==> config.mk <==
export PLATFORM = sky130hd
export DESIGN_NAME = uart_tx_arb
export DESIGN_NICKNAME = d
export VERILOG_FILES = /design/src/rtl/uart_tx_arb.sv
export SDC_FILE = /design/constraint.sdc
export NUM_CORES = 1
export LEC_CHECK = 0
export ABC_AREA = 1
export BUFFER_PORTS_ARGS = -buffer_cell sky130_fd_sc_hd__buf_2
export CAP_MARGIN = 30
export CORE_UTILIZATION = 55
export CTS_CLUSTER_SIZE = 25
export DETAILED_ROUTE_END_ITERATION = 10
export GPL_TIMING_DRIVEN = 0
export PLACE_DENSITY = 0.86
export SYNTH_ARGS = -nofsm -noshare
export SYNTH_HDL_FRONTEND = slang
export SYNTH_SLANG_ARGS = --single-unit
==> constraint.sdc <==
create_clock -name clk -period 4.7 [get_ports clk]
set_input_delay 0.94 -clock clk [delete_from_list [all_inputs] [get_ports clk]]
set_output_delay 0.94 -clock clk [all_outputs]
set_load 0.005 [all_outputs]
==> src/rtl/uart_tx_arb.sv <==
// uart_tx_arb: round-robin arbiter that lets NREQ byte sources share one UART
// transmitter. A grant latches the winner's byte into din and raises din_rdy
// and the winner's ack for one cycle. The FSM then waits for the transmitter
// to go busy and to come back idle. If the transmitter never starts, the byte
// is dropped and timeout pulses.
module uart_tx_arb #(
  parameter int NREQ    = 4,
  parameter int IDW     = 2,
  parameter int BUSY_TO = 1023
) (
  input  logic              clk,
  input  logic              rst,
  input  logic [NREQ-1:0]   req_valid,
  input  logic [8*NREQ-1:0] req_data,
  output logic [NREQ-1:0]   req_ack,
  output logic [7:0]        din,
  output logic              din_rdy,
  input  logic              tx_rdy,
  output logic [IDW-1:0]    grant_id,
  output logic              busy,
  output logic              timeout
);

  localparam int CNT_W = (BUSY_TO < 1) ? 1 : $clog2(BUSY_TO + 1);
  // The din_rdy cycle counts as the first waited cycle, so the last
  // WAIT_BUSY cycle is reached with the counter at BUSY_TO-2. Timeout then
  // shows BUSY_TO cycles after din_rdy.
  localparam logic [CNT_W-1:0] TO_LAST = CNT_W'((BUSY_TO >= 2) ? BUSY_TO - 2 : 0);

  typedef enum logic [1:0] {IDLE, ISSUE, WAIT_BUSY, WAIT_DONE} state_t;

  state_t           state;
  logic [IDW-1:0]   last_grant;
  logic [CNT_W-1:0] wait_cnt;
  logic [IDW-1:0]   pick;
  logic [7:0]       pick_byte;

  // Round-robin search beginning one past the previous grantee, wrapping mod NREQ.
  function automatic logic [IDW-1:0] rr_pick(input logic [NREQ-1:0] v,
                                             input logic [IDW-1:0]  last);
    logic [IDW-1:0]  sel;
    logic [NREQ-1:0] sh;
    int              idx;
    sel = '0;
    // Walk from farthest to nearest so the nearest pending requester wins.
    for (int k = NREQ; k >= 1; k--) begin
      idx = (int'(last) + k) % NREQ;
      sh  = v >> idx;
      if (sh[0]) sel = IDW'(idx);
    end
    return sel;
  endfunction

  // Extract requester id's byte from the packed data bus.
  function automatic logic [7:0] byte_of(input logic [8*NREQ-1:0] d,
                                         input logic [IDW-1:0]    id);
    logic [8*NREQ-1:0] sh;
    sh = d >> (8 * int'(id));
    return sh[7:0];
  endfunction

  // Candidate grantee and its byte, evaluated every cycle and used only in IDLE.
  always_comb begin
    pick      = rr_pick(req_valid, last_grant);
    pick_byte = byte_of(req_data, pick);
  end

  // Arbitration FSM with registered outputs. The strobes default low every cycle.
  always_ff @(posedge clk) begin
    if (rst) begin
      state      <= IDLE;
      din        <= '0;
      din_rdy    <= 1'b0;
      req_ack    <= '0;
      grant_id   <= '0;
      busy       <= 1'b0;
      timeout    <= 1'b0;
      last_grant <= IDW'(NREQ - 1);
      wait_cnt   <= '0;
    end else begin
      din_rdy <= 1'b0;
      req_ack <= '0;
      timeout <= 1'b0;
      case (state)
        IDLE: begin
          if (tx_rdy && (|req_valid)) begin
            grant_id   <= pick;
            last_grant <= pick;
            din        <= pick_byte;
            din_rdy    <= 1'b1;
            req_ack    <= NREQ'(1) << pick;
            busy       <= 1'b1;
            state      <= ISSUE;
          end
        end
        ISSUE: begin
          wait_cnt <= '0;
          state    <= WAIT_BUSY;
        end
        WAIT_BUSY: begin
          if (!tx_rdy) begin
            state <= WAIT_DONE;
          end else if (wait_cnt == TO_LAST) begin
            timeout <= 1'b1;
            busy    <= 1'b0;
            state   <= IDLE;
          end else begin
            wait_cnt <= wait_cnt + 1'b1;
          end
        end
        WAIT_DONE: begin
          if (tx_rdy) begin
            busy  <= 1'b0;
            state <= IDLE;
          end
        end
        default: begin
          busy  <= 1'b0;
          state <= IDLE;
        end
      endcase
    end
  end

endmodule

; ---- Word level (Yosys, flattened, before mapping)
; Index checks and enable logic that the tools add are counted.
[totals]
in_bits = 39
out_inout_bits = 17
wordCells = 73
reg_bits = 31
[op_classes]
n_reduce_logical = 16
muxes = 19
n_bitwise = 8
n_shift = 6
addsub = 5
n_eq_ne = 10
[op_table]
columns = operator, count
row1 = 4-bit by 32-bit >> shifter with 1-bit output, 4
row2 = 32-bit by 5-bit >> shifter with 8-bit output, 1
row3 = 10-bit two-way mux, 2
row4 = 10-bit one-hot mux with 2 select lines, 1
row5 = 2-bit two-way mux, 8
row6 = "10-bit by 1-bit adder with 10-bit output, second input constant", 1
row7 = "10-bit == test, second input constant", 1
row8 = "2-bit != test, second input constant", 5
row9 = 2-bit OR reduction, 5
row10 = 2-bit one-hot mux with 4 select lines, 1
row11 = 1-bit two-way mux, 6
row12 = 3-bit AND reduction, 2
row13 = 3-bit OR reduction, 2
row14 = 5-bit AND reduction, 1
row15 = "2-bit by 1-bit adder with 2-bit output, second input constant", 2
row16 = "2-bit adder, second input constant", 2
row17 = "1-bit bitwise AND, first input constant", 4
row18 = "2-bit == test, second input constant", 2
row19 = 1-bit NOT, 4
row20 = 4-bit OR reduction, 1
row21 = "1-bit by 2-bit << shifter with 4-bit output, first input constant", 1
row22 = "3-bit != test, second input constant", 1
row23 = 1-bit one-hot mux with 3 select lines, 1
row24 = 3-bit nonzero test, 1
row25 = other kinds (5), 5

; ---- Longest topological paths before layout
; Gate-level depths: netlist (run 1).
[depth]
word_depth = 9
mapped_depth = 14
ltp_nobuf = 14

; ---- Worst setup path before layout (run 1)
; No wires, ideal clock.
[synth_timing]
kind = input port to flip-flop
from = in req_valid[3]
to = reg din[4]
required_time_ns = 4.586
setup_time_ns = 0.114
path_slack_ns = 2.674
path_stages = 14
n_path_buf = 1
arrival_ns = 1.913
path_cell_list = inv_1 -> nand2_1 -> nand3_1 -> nand2_1 -> inv_2 -> nand2_2 -> nand2_2 -> nand2_4 -> nand2_4 -> buf_6 -> nand2_1 -> nand3_1 -> nand3_1 -> nand2_1
[synth_between]
elab_chain_cells = 6
word_cells_on_any_way = 12
classes_between = shift: 5 / mux: 4 / reduce/logical: 3
[synth_rtl]
columns = element, line
row1 = start: declaration, 13  ; input logic [NREQ-1:0] req_valid,
row2 = 4-bit by 32-bit >> shifter with 1-bit output, 48  ; sh = v >> idx;
row3 = 2-bit two-way mux (4 in series), 49  ; if (sh[0]) sel = IDW'(idx);
row4 = 32-bit by 5-bit >> shifter with 8-bit output, 58  ; sh = d >> (8 * int'(id));
row5 = end signal: assignment, 89  ; din <= pick_byte;
row6 = end: declaration, 16  ; output logic [7:0] din,
; Several ways; a longest one is shown, not always the timed one.
; A chain may end at the register's enable or synchronous reset.

; ---- Final worst setup path (run 1)
[layout_timing]
from = in tx_rdy
to = reg req_ack[1]
[layout_between]
elab_chain_cells = 3
[layout_rtl]
columns = element, line
row1 = start: declaration, 18  ; input logic tx_rdy,
row2 = 1-bit logical AND, 86  ; if (tx_rdy && (|req_valid)) begin
row3 = 1-bit NOT (no line), n/a
row4 = 3-bit OR reduction (no line), n/a
row5 = end signal: assignment, 91  ; req_ack <= NREQ'(1) << pick;
row6 = end: declaration, 15  ; output logic [NREQ-1:0] req_ack,
; Every way passes these cells.

==> results of run 1 <==
[report_power, final]
group	internal [mW]	total (mW)	switching (mW)
clock	0.0692	0.155	0.0856
sequential	0.306	0.333	0.0271
combinational	0.176	0.477	0.301
total	0.551	0.965	0.414
[registers in the layout, summed over array words and instances, names as in the netlist]
name        cells
busy            1
din             8
din_rdy         1
grant_id        2
last_grant      2
req_ack         4
state           2
timeout         1
wait_cnt       10
[final timing paths]
check / from / endpoint / slack [ns]
setup / recovery: tx_rdy / req_ack[1]$_SDFF_PP0_ / 2.68
hold / removal: din[7]$_SDFFE_PP0P_ / din[7]$_SDFFE_PP0P_ / 0.45
hold reg to reg: din[7]$_SDFFE_PP0P_ / din[7]$_SDFFE_PP0P_ / 0.45
setup reg to reg: state[1]$_SDFFE_PP0P_ / wait_cnt[1]$_SDFFE_PP0P_ / 2.84
[layout make-up]
class,count,area [µm²],share of cell area [%]
clock inverters,1,5.005,0.2303
inverters,42,158.9,7.311
well taps,44,55.05,2.533
multi-input cells,203,979.7,45.08
repair buffers,54,270.3,12.44
flip-flops and latches,31,620.6,28.56
clock buffers,6,51.30,2.360
plain buffers,5,32.53,1.497
[cells in the final DEF (no fill, tap or decap), types with 6 or more instances in the layout]
master,Yosys,final
dfxtp_1,31,31
nand2_2,6,6
nor2_1,22,22
nand4_1,6,6
a21oi_1,12,12
inv_1,37,37
nand3_1,46,46
buf_2,2,56
nand2_1,82,82
[per-layer routing]
| metal | global-route usage (%) | up-vias | wire length, µm |
|---|---|---|---|
| li1 | - | 1022 | - |
| met1 | 35.74 | 833 | 1935 |
| met2 | 38.47 | 64 | 1822 |
| met3 | 4.585 | 11 | 184 |
| met4 | 10.88 | 0 | 93 |
| met5 | 0 | - | 0 |
[cells by family (layout without fill, tap and decap cells)]
logic type / after synthesis / after routing
AO/OA/AOI/OAI: 26 / 26
XOR/XNOR: 3 / 3
adder cells (fa/ha/maj): 2 / 2
AND/OR/NAND/NOR: 172 / 172
flip-flops: 31 / 31
buffers and inverters: 47 / 108
[worst max-delay path, stage by stage]
cell     delay (ns)
buf_2          0.12
inv_1          0.07
a41oi_1        0.20
nand2_1        0.17
nor2_2         0.37
inv_1          0.11
nor2_1         0.14
inv_1          0.08
nor2_1         0.08
[metrics by stage]
stage	setup slack (ns)	cells	power, mW	cell area, µm²	utilization [%]
finish	2.680	386	0.9651	2173	70.61
global route	2.473	386	1.049	2173	70.61
CTS	2.664	386	0.9722	2173	70.61
detailed placement	2.325	379	0.8159	2117	68.78
global placement	2.358	379	0.8070	2117	68.78
floorplan	2.674	281	0.6943	1792	-
==> metrics.md, run 1 <==
| Metric | Value |
|---|---|
| # hold bufs at CTS | 0 |
| CTS Buf Count | 5 |
| Cells after synthesis | 281 |
| Std cell rows | 20 |
| Mapped cell area | 1792 µm² |
| Die height | about 60 µm |
| Async SR Flop Fraction | 0% |
| Worst R2R Path Depth | 8 |
| Starting DRT DRC Count | about 190 |
| # Post-CTS Setup Buffers | 0 |
| Final Hold Vio Count | 0 |
| Worst VDD drop | 0.2153 mV |
| First-pass GRT wire length | just under 7 mm |
| Final Wtd Congestion | 0.8377 |
| Initial antenna violation count | 0 |
| Synth Area in Compound Gates | under 10% |
| H-tree level count | 2 |
| Rel. slew slack | between 60% and 70% |
| Flops & latches, synth | 31 |
| Synth Area in Simple Gates | a little over two fifths |
| Worst Path Required | 4.97 ns |
| Antenna diodes | 0 |
| Hold Slack | 0.4547 ns |
| Warnings, synthesis | 0 |
| Synthesized area per cell | ~6.4 µm² |
| Filler cells | a little under 300 |
| Worst slew pin tran | approximately 0.47 ns |
| Worst-path clk slew | approximately 0.09 ns |
| Final WL | 4.035 mm |
| Top cell type's share of synthesized area | between 30% and 40% |
| CTS tree | yes |
| CORE AREA | a little over 3000 µm² |
| Post-CTS Resized | 0 |
| Most frequent cell after synthesis | nand2_1 |
| Ys flop type | dfxtp_1 |
| Gr usage total | around a quarter |
| Largest net degree at the start of global routing | 11 |
| Critical path type | input pin to register |
| CP Capture Type | register |
| Remaining routing DRC violations | 0 |
| Vias/cell | 5.000 |
| Syn nets | approximately 320 |
| Worst-Skew Late Latency | between 0.3 and 0.4 ns |
| Total grt overflow | 0 |
| Clk buf depth | 2 |
| Worst path arrival time | approximately 2.3 ns |
| P per Cell Area | between 400 and 500 nW/µm² |
| Drt pass-1 iters | 4 |
| Commonest cells in the netlist | 82 x nand2_1, 46 x nand3_1, 37 x inv_1, 31 x dfxtp_1, 22 x nor2_1 |
| Port-buffer cells | 54 |
| Clock skew | about 0.012 ns |
| Multiplexer share of the synthesized area | 0% |
| Nets | 383 |
| Adder-Cell Fraction of Synth Area | between 1 and 1.5% |
| RSZ-0062 raised after global routing | no |
| Crit share post-route | between 40 and 50% |
| Initial Utilization | a little under 60% |
| Final setup fails | 0 |
| Maxcap violations | 0 |
| Critical path peak fanout | 10 |
| Die Width | 59.08 µm |
| EDFF count, synth | 0 |
| Area Overhead vs Synth | 21.30% |
| Vias post-DR | just under 2k |
| Ranking of synthesized cells by area | dfxtp_1 35%, nand2_1 17%, nand3_1 13% |
| Share of cells above drive strength 1 | 23.68% |
| Post-synthesis sequential area ratio | between 30% and 40% |
| Clock Tree Root | clkbuf_4 |
| Remaining antenna violation count after routing | 0 |
| HPWL after DPL | slightly above 3 mm |
| Library cells used by synthesis | 30 |
| Setup TNS | 0 ns |
| Hold Crit Depth | 2 |
| Tmin final | 2.020 ns |
| Worst Hold Class | register to register |
| Largest family of logic cells by synthesized area | simple AND/OR/NAND/NOR gates |
| Status | completed |
| Leak | about 1.1 nW |
| IO Count | between 50 and 60 |
| F_max | approximately 500 MHz |
| Max Transition Viols Final | 0 |
| Number of global-route vias before repair | roughly 1.6k |
| Synth area leader | dfxtp_1 |
| WL per Instance | about 10 µm |
| XOR/XNOR Fraction of Synth Area | ~1.5% |
| Die ar. | approximately 3500 µm² |
| Clk sinks | 31 |
| Critical path startpoint category | input pin |
No activity file was read; power rests on OpenSTA's default activity.
==> run 2: changes to the inputs <==
CORE_UTILIZATION = 46   (was 55)
PLACE_DENSITY = 0.77   (was 0.86)
clock period = 1.79 ns   (was 4.7 ns; I/O delays follow)
==> run 2 against run 1 <==
Net effect:
- sequential cell count did not move
- combinational power rose to 2.8 times the previous value
- first-iteration DRC count fell by 26%
- clock power rose to 3.8 times the previous value
- sequential power rose to 2.7 times the previous value
- via count rose by 0.93%
- largest cell class unchanged
- largest power group unchanged
- highest routed layer unchanged
==> metrics.md, run 2 (synthesized netlist as in run 1, its figures left out) <==
| Metric | Value |
|---|---|
| Final Wtd Congestion | around 0.87 |
| Biggest regs | wait_cnt (10), din (8), req_ack (4) |
| Filler cells | 360 |
| Worst Hold Class | input pin to register |
| CTS Buf Count | 5 |
| Nets | slightly below 400 |
| Port-buffer cells | 54 |
| Final Hold Vio Count | 0 |
| Non-Filler Instances | between 300 and 400 |
| P per Cell Area | between 1000 and 1500 nW/µm² |
| Dpl ws | -0.05018 ns |
| Worst slew pin tran | ~0.45 ns |
| Critical path type | register to register |
| Drt pass-1 iters | 4 |
| WL per Instance | roughly 11 µm |
| Final Power | approximately 2.8 mW |
| Placed inst area | ~2100 µm² |
| CTS tree | yes |
| Die Width | ~64 µm |
| Worst path arrival time | ~1.9 ns |
| Final WL | around 4.3 mm |
| Largest net degree at the start of global routing | 11 |
| Wire length on met2 | slightly above 2 mm |
| Clock Tree Root | clkbuf_8 |
| Rel. slew slack | 69.90% |
| Multi-input gate area | 1016 µm² |
| Status | completed |
| Worst Slack Setup Final | between 0.09 and 0.1 ns |
| H-tree level count | 2 |
| Die height | 64.41 µm |
| Worst Path Required | roughly 2 ns |
| Max Transition Viols Final | 0 |
| Worst-path clk slew | roughly 0.06 ns |
| Reg with most FFs | wait_cnt |
| CORE AREA | 3689 µm² |
| Max reg flops | 10 |
| Final instance area | approximately 2300 µm² |
| Antenna diodes | 0 |
| Die ar. | between 4000 and 5000 µm² |
| HPWL after DPL | between 3 and 4 mm |
| Most frequent cells in the layout | 80 x nand2_1, 54 x buf_2, 46 x nand3_1 |
| Initial Utilization | between 40% and 50% |
| Met1 wire length | between 2 and 2.5 mm |
| Std cell rows | 22 |
| Starting DRT DRC Count | between 100 and 150 |
| # hold bufs at CTS | 0 |
| Worst-Skew Late Latency | 0.28 ns |
| Critical path startpoint category | register |
| Top sig layer | met4 |
| Most common cell after layout, fill and taps aside | nand2_1 |
| Maxcap violations | 0 |
| IO Count | 56 |
| Area Overhead vs Synth | 28.91% |
| CP Capture Type | register |
| Crit share post-route | 94.73% |
| Number of global-route vias before repair | 1682 |
| Tmin final | between 1.5 and 2 ns |
| FF+latch area | 628.1 µm² |
| Total grt overflow | 0 |
| Share of cells above drive strength 1 | between 20% and 30% |
| Worst VDD drop | roughly 0.66 mV |
| Clock skew | between 0.003 and 0.004 ns |
| Final setup fails | 0 |
| Clk sinks | 31 |
| Hold Slack | about 0.4 ns |
| Dpl cells | around 380 |
| F_max | around 590 MHz |
| Met3 WL | roughly 170 µm |
| Vias post-DR | roughly 1.9k |
| Vias/cell | roughly 5 |
| Clk buf depth | 2 |
| Leak | between 1 and 1.5 nW |
| Remaining routing DRC violations | 0 |
| Critical path peak fanout | 10 |
| First-pass GRT wire length | between 7 and 8 mm |
| Initial antenna violation count | 0 |
| Gr usage total | roughly 22% |
| Remaining antenna violation count after routing | 0 |
-- run 2: critical path, stage by stage, from the launching register on --
cell and delay (ns):
dfxtp_1 0.41, inv_1 0.09, nor3_2 0.21, nand4_1 0.20
nand2_2 0.15, a21oi_4 0.08, inv_1 0.08, clkbuf_4 0.19
nand2_1 0.07, a21oi_1 0.15
-- run 2: per-stage QoR --
| step | TNS (ns) | utilization (%) |
|---|---|---|
| after global routing | -0.01039 | 62.62 |
| final | 0 | 62.62 |
| after detailed placement | -0.1233 | 57.53 |
| after floorplan | 0 | - |
| after global placement | 0 | 57.53 |
| after CTS | 0 | 60.48 |
-- run 2: area by class of cell --
type	instances	area share, %
Timing Repair Buffer	59	13.33
Inverter	42	7.096
Buffer	4	1.463
Multi-Input combinational cell	203	43.99
Tap cell	48	2.600
Sequential cell	31	27.19
Clock buffer	8	4.334
-- run 2: final timing paths --
check	start	endpoint	slack [ns]	cells past startpoint
worst max-delay path	wait_cnt[4]$_SDFFE_PP0P_	wait_cnt[7]$_SDFFE_PP0P_	0.09	9
worst min-delay path	req_data[24]	din[0]$_SDFFE_PP0P_	0.39	5
worst max register to register	wait_cnt[4]$_SDFFE_PP0P_	wait_cnt[7]$_SDFFE_PP0P_	0.09	9
worst min register to register	din[2]$_SDFFE_PP0P_	din[2]$_SDFFE_PP0P_	0.45	2
-- run 2: timing repair --
action | 4_1_cts | 5_1_grt
resized for setup | 2 | 19
setup buffers | 0 | 5
setup endpoints to repair | 5 | 22
pin swaps | 0 | 8
-- run 2: power by group --
part           switching, mW  total, mW  internal, mW
sequential            0.0791      0.889         0.810
clock                  0.244      0.595         0.350
combinational          0.826       1.33         0.508
-- run 2: layer usage --
metal	vias to the layer above	global-route usage, %
met5	-	0
met4	0	6.667
met3	8	5.282
met2	40	34.74
met1	869	29.01
li1	1031	-
==> run 3: changes to the inputs <==
GPL_TIMING_DRIVEN = default   (was 0)
==> run 3 against run 2 <==
Net effect:
- critical path depth grew 2
- sequential cell count did not move
- register-to-register slack improved by 0.03 ns
- via count rose by 1.7%
- design area grew 2.3%
- combinational power increased by 6%
- total power grew 6.4%
- first-iteration DRC count is 4.9% higher
- clock skew grew 0.0058 ns
- critical endpoint is now wait_cnt[5]$_SDFFE_PP0P_
- maximum frequency grew 1.6%
- count of clock-buffer cells in the layout down 3
- critical path type unchanged
- sequential power rose by 0.4%
==> metrics.md, run 3 (synthesized netlist as in run 1, its figures left out) <==
| Metric | Value |
|---|---|
| Status | completed |
| Remaining antenna violation count after routing | 0 |
| Largest net degree at the start of global routing | 20 |
| Final Wtd Congestion | between 0.8 and 0.9 |
| Max reg flops | 10 |
| Reg with most FFs | wait_cnt |
| Antenna diodes | 0 |
| IO Count | 56 |
| Clock Tree Root | clkbuf_8 |
| Leak | about 1.2 nW |
| Nets | roughly 390 |
| Most frequent cells in the layout | 82 x nand2_1, 55 x buf_2, 46 x nand3_1 |
| Vias/cell | around 5 |
| Share of cells above drive strength 1 | 28.33% |
| Worst path arrival time | ~1.9 ns |
| CTS Buf Count | 5 |
| Critical path peak fanout | 4 |
| Final setup fails | 0 |
| Met2 Use GR | between 30% and 40% |
| Final Hold Vio Count | 0 |
| Tmin final | about 1.7 ns |
| Crit path from | wait_cnt[1]$_SDFFE_PP0P_ |
| Initial antenna violation count | 0 |
| WL per Instance | between 10 and 15 µm |
| Port-buffer cells | 55 |
| Clock skew | between 0.009 and 0.01 ns |
| GR Util met3 | between 4 and 5% |
| Die height | between 60 and 70 µm |
| Most common cell after layout, fill and taps aside | nand2_1 |
| Worst VDD drop | between 0.6 and 0.7 mV |
| Vias post-DR | a little under 2k |
| First-pass GRT wire length | 7.396 mm |
| Gr busiest metal | met2 |
| Setup TNS | 0 ns |
| F_max | about 600 MHz |
| Critical path type | register to register |
| Clk buf depth | 2 |
| Worst Hold Class | input pin to register |
| Maxcap violations | 0 |
| Rel. slew slack | between 70% and 80% |
| CTS tree | yes |
| Remaining routing DRC violations | 0 |
| Routing usage on met1 | between 30 and 40% |
| Filler cells | 358 |
| # hold bufs at CTS | 0 |
| P per Cell Area | 1269 nW/µm² |
| Worst-path clk slew | ~0.070 ns |
| Area Overhead vs Synth | 31.84% |
| Biggest regs | wait_cnt (10), din (8), req_ack (4) |
| Clk sinks | 31 |
| Starting DRT DRC Count | about 150 |
| Critical path startpoint category | register |
| RR Startpoint | wait_cnt[1]$_SDFFE_PP0P_ |
| Gr usage total | between 20% and 30% |
| Std cell rows | 22 |
| Max Transition Viols Final | 0 |
| Worst slew pin tran | ~0.35 ns |
| H-tree level count | 2 |
| Die Width | approximately 64 µm |
| HPWL after DPL | 3.327 mm |
| Hold Startpoint | req_data[28] |
| Final WL | between 4 and 5 mm |
| CP Capture Type | register |
| Drt pass-1 iters | 4 |
| Multi-input gate area | just under 1000 µm² |
| Initial Utilization | 48.58% |
| Number of global-route vias before repair | 1692 |
| Die ar. | slightly above 4000 µm² |
| Worst-Skew Late Latency | a little under 0.3 ns |
| Crit share post-route | about 93% |
| CORE AREA | around 3700 µm² |
| Non-Filler Instances | about 400 |
| Dpl cells | 391 |
| Worst Path Required | about 2.0 ns |
| FF+latch area | approximately 630 µm² |
| Total grt overflow | 0 |
[run 3: final cells by class]
type                       count  area share [%]
multi-input combinational    203           42.06
sequential                    31           26.54
timing repair buffer          69           17.16
inverter                      42           6.939
clock buffer                   5           2.913
tap                           48           2.542
clock inverter                 3           1.854
[run 3: final timing paths]
| path | end | slack, ns | cells past startpoint |
|---|---|---|---|
| setup reg to reg | wait_cnt[5]$_SDFFE_PP0P_ | 0.12 | 11 |
| hold reg to reg | grant_id[1]$_SDFFE_PP0P_ | 0.45 | 2 |
| hold / removal | din[4]$_SDFFE_PP0P_ | 0.38 | 5 |
| setup / recovery | wait_cnt[5]$_SDFFE_PP0P_ | 0.12 | 11 |
[run 3: layer usage]
layer	vias to the layer above	routed length [µm]
met2	46	2116
met1	888	2147
li1	1041	-
met4	0	68
met3	6	191
met5	-	0
[run 3: where the power goes]
part / internal (mW) / switching, mW / total (mW)
Clock: 0.414 / 0.278 / 0.692
Combinational: 0.562 / 0.851 / 1.41
Sequential: 0.810 / 0.0834 / 0.893
Total: 1.79 / 1.21 / 3.00
[run 3: what timing repair did]
item / CTS / global route
buffers inserted: 0 / 2
endpoints found under the setup margin: 0 / 15
gates resized for setup: 0 / 14
[run 3: through the flow]
stage | util, % | hold WS, ns | instance area, µm² | setup WS, ns | power, mW
3_3_place_gp | 59.57 | 0.4292 | 2197 | 0.08503 | 2.191
3_5_place_dp | 59.57 | 0.4362 | 2197 | 0.06397 | 2.212
4_1_cts | 62.62 | 0.3749 | 2310 | 0.01884 | 2.914
5_1_grt | 64.04 | 0.4049 | 2362 | -0.01646 | 3.229
2_1_floorplan | - | 0.4426 | 1792 | 0.2206 | 1.823
6_report | 64.04 | 0.3786 | 2362 | 0.1216 | 2.998
[run 3: critical path: stages (launching register included)]
cell,delay [ns]
dfxtp_2,0.33
inv_1,0.07
ha_1,0.18
nand4_1,0.15
nand2_1,0.11
a21oi_2,0.21
buf_4,0.15
nand2_1,0.09
nor2_2,0.14
nand2_1,0.06
nand2_1,0.05
nor2_1,0.04
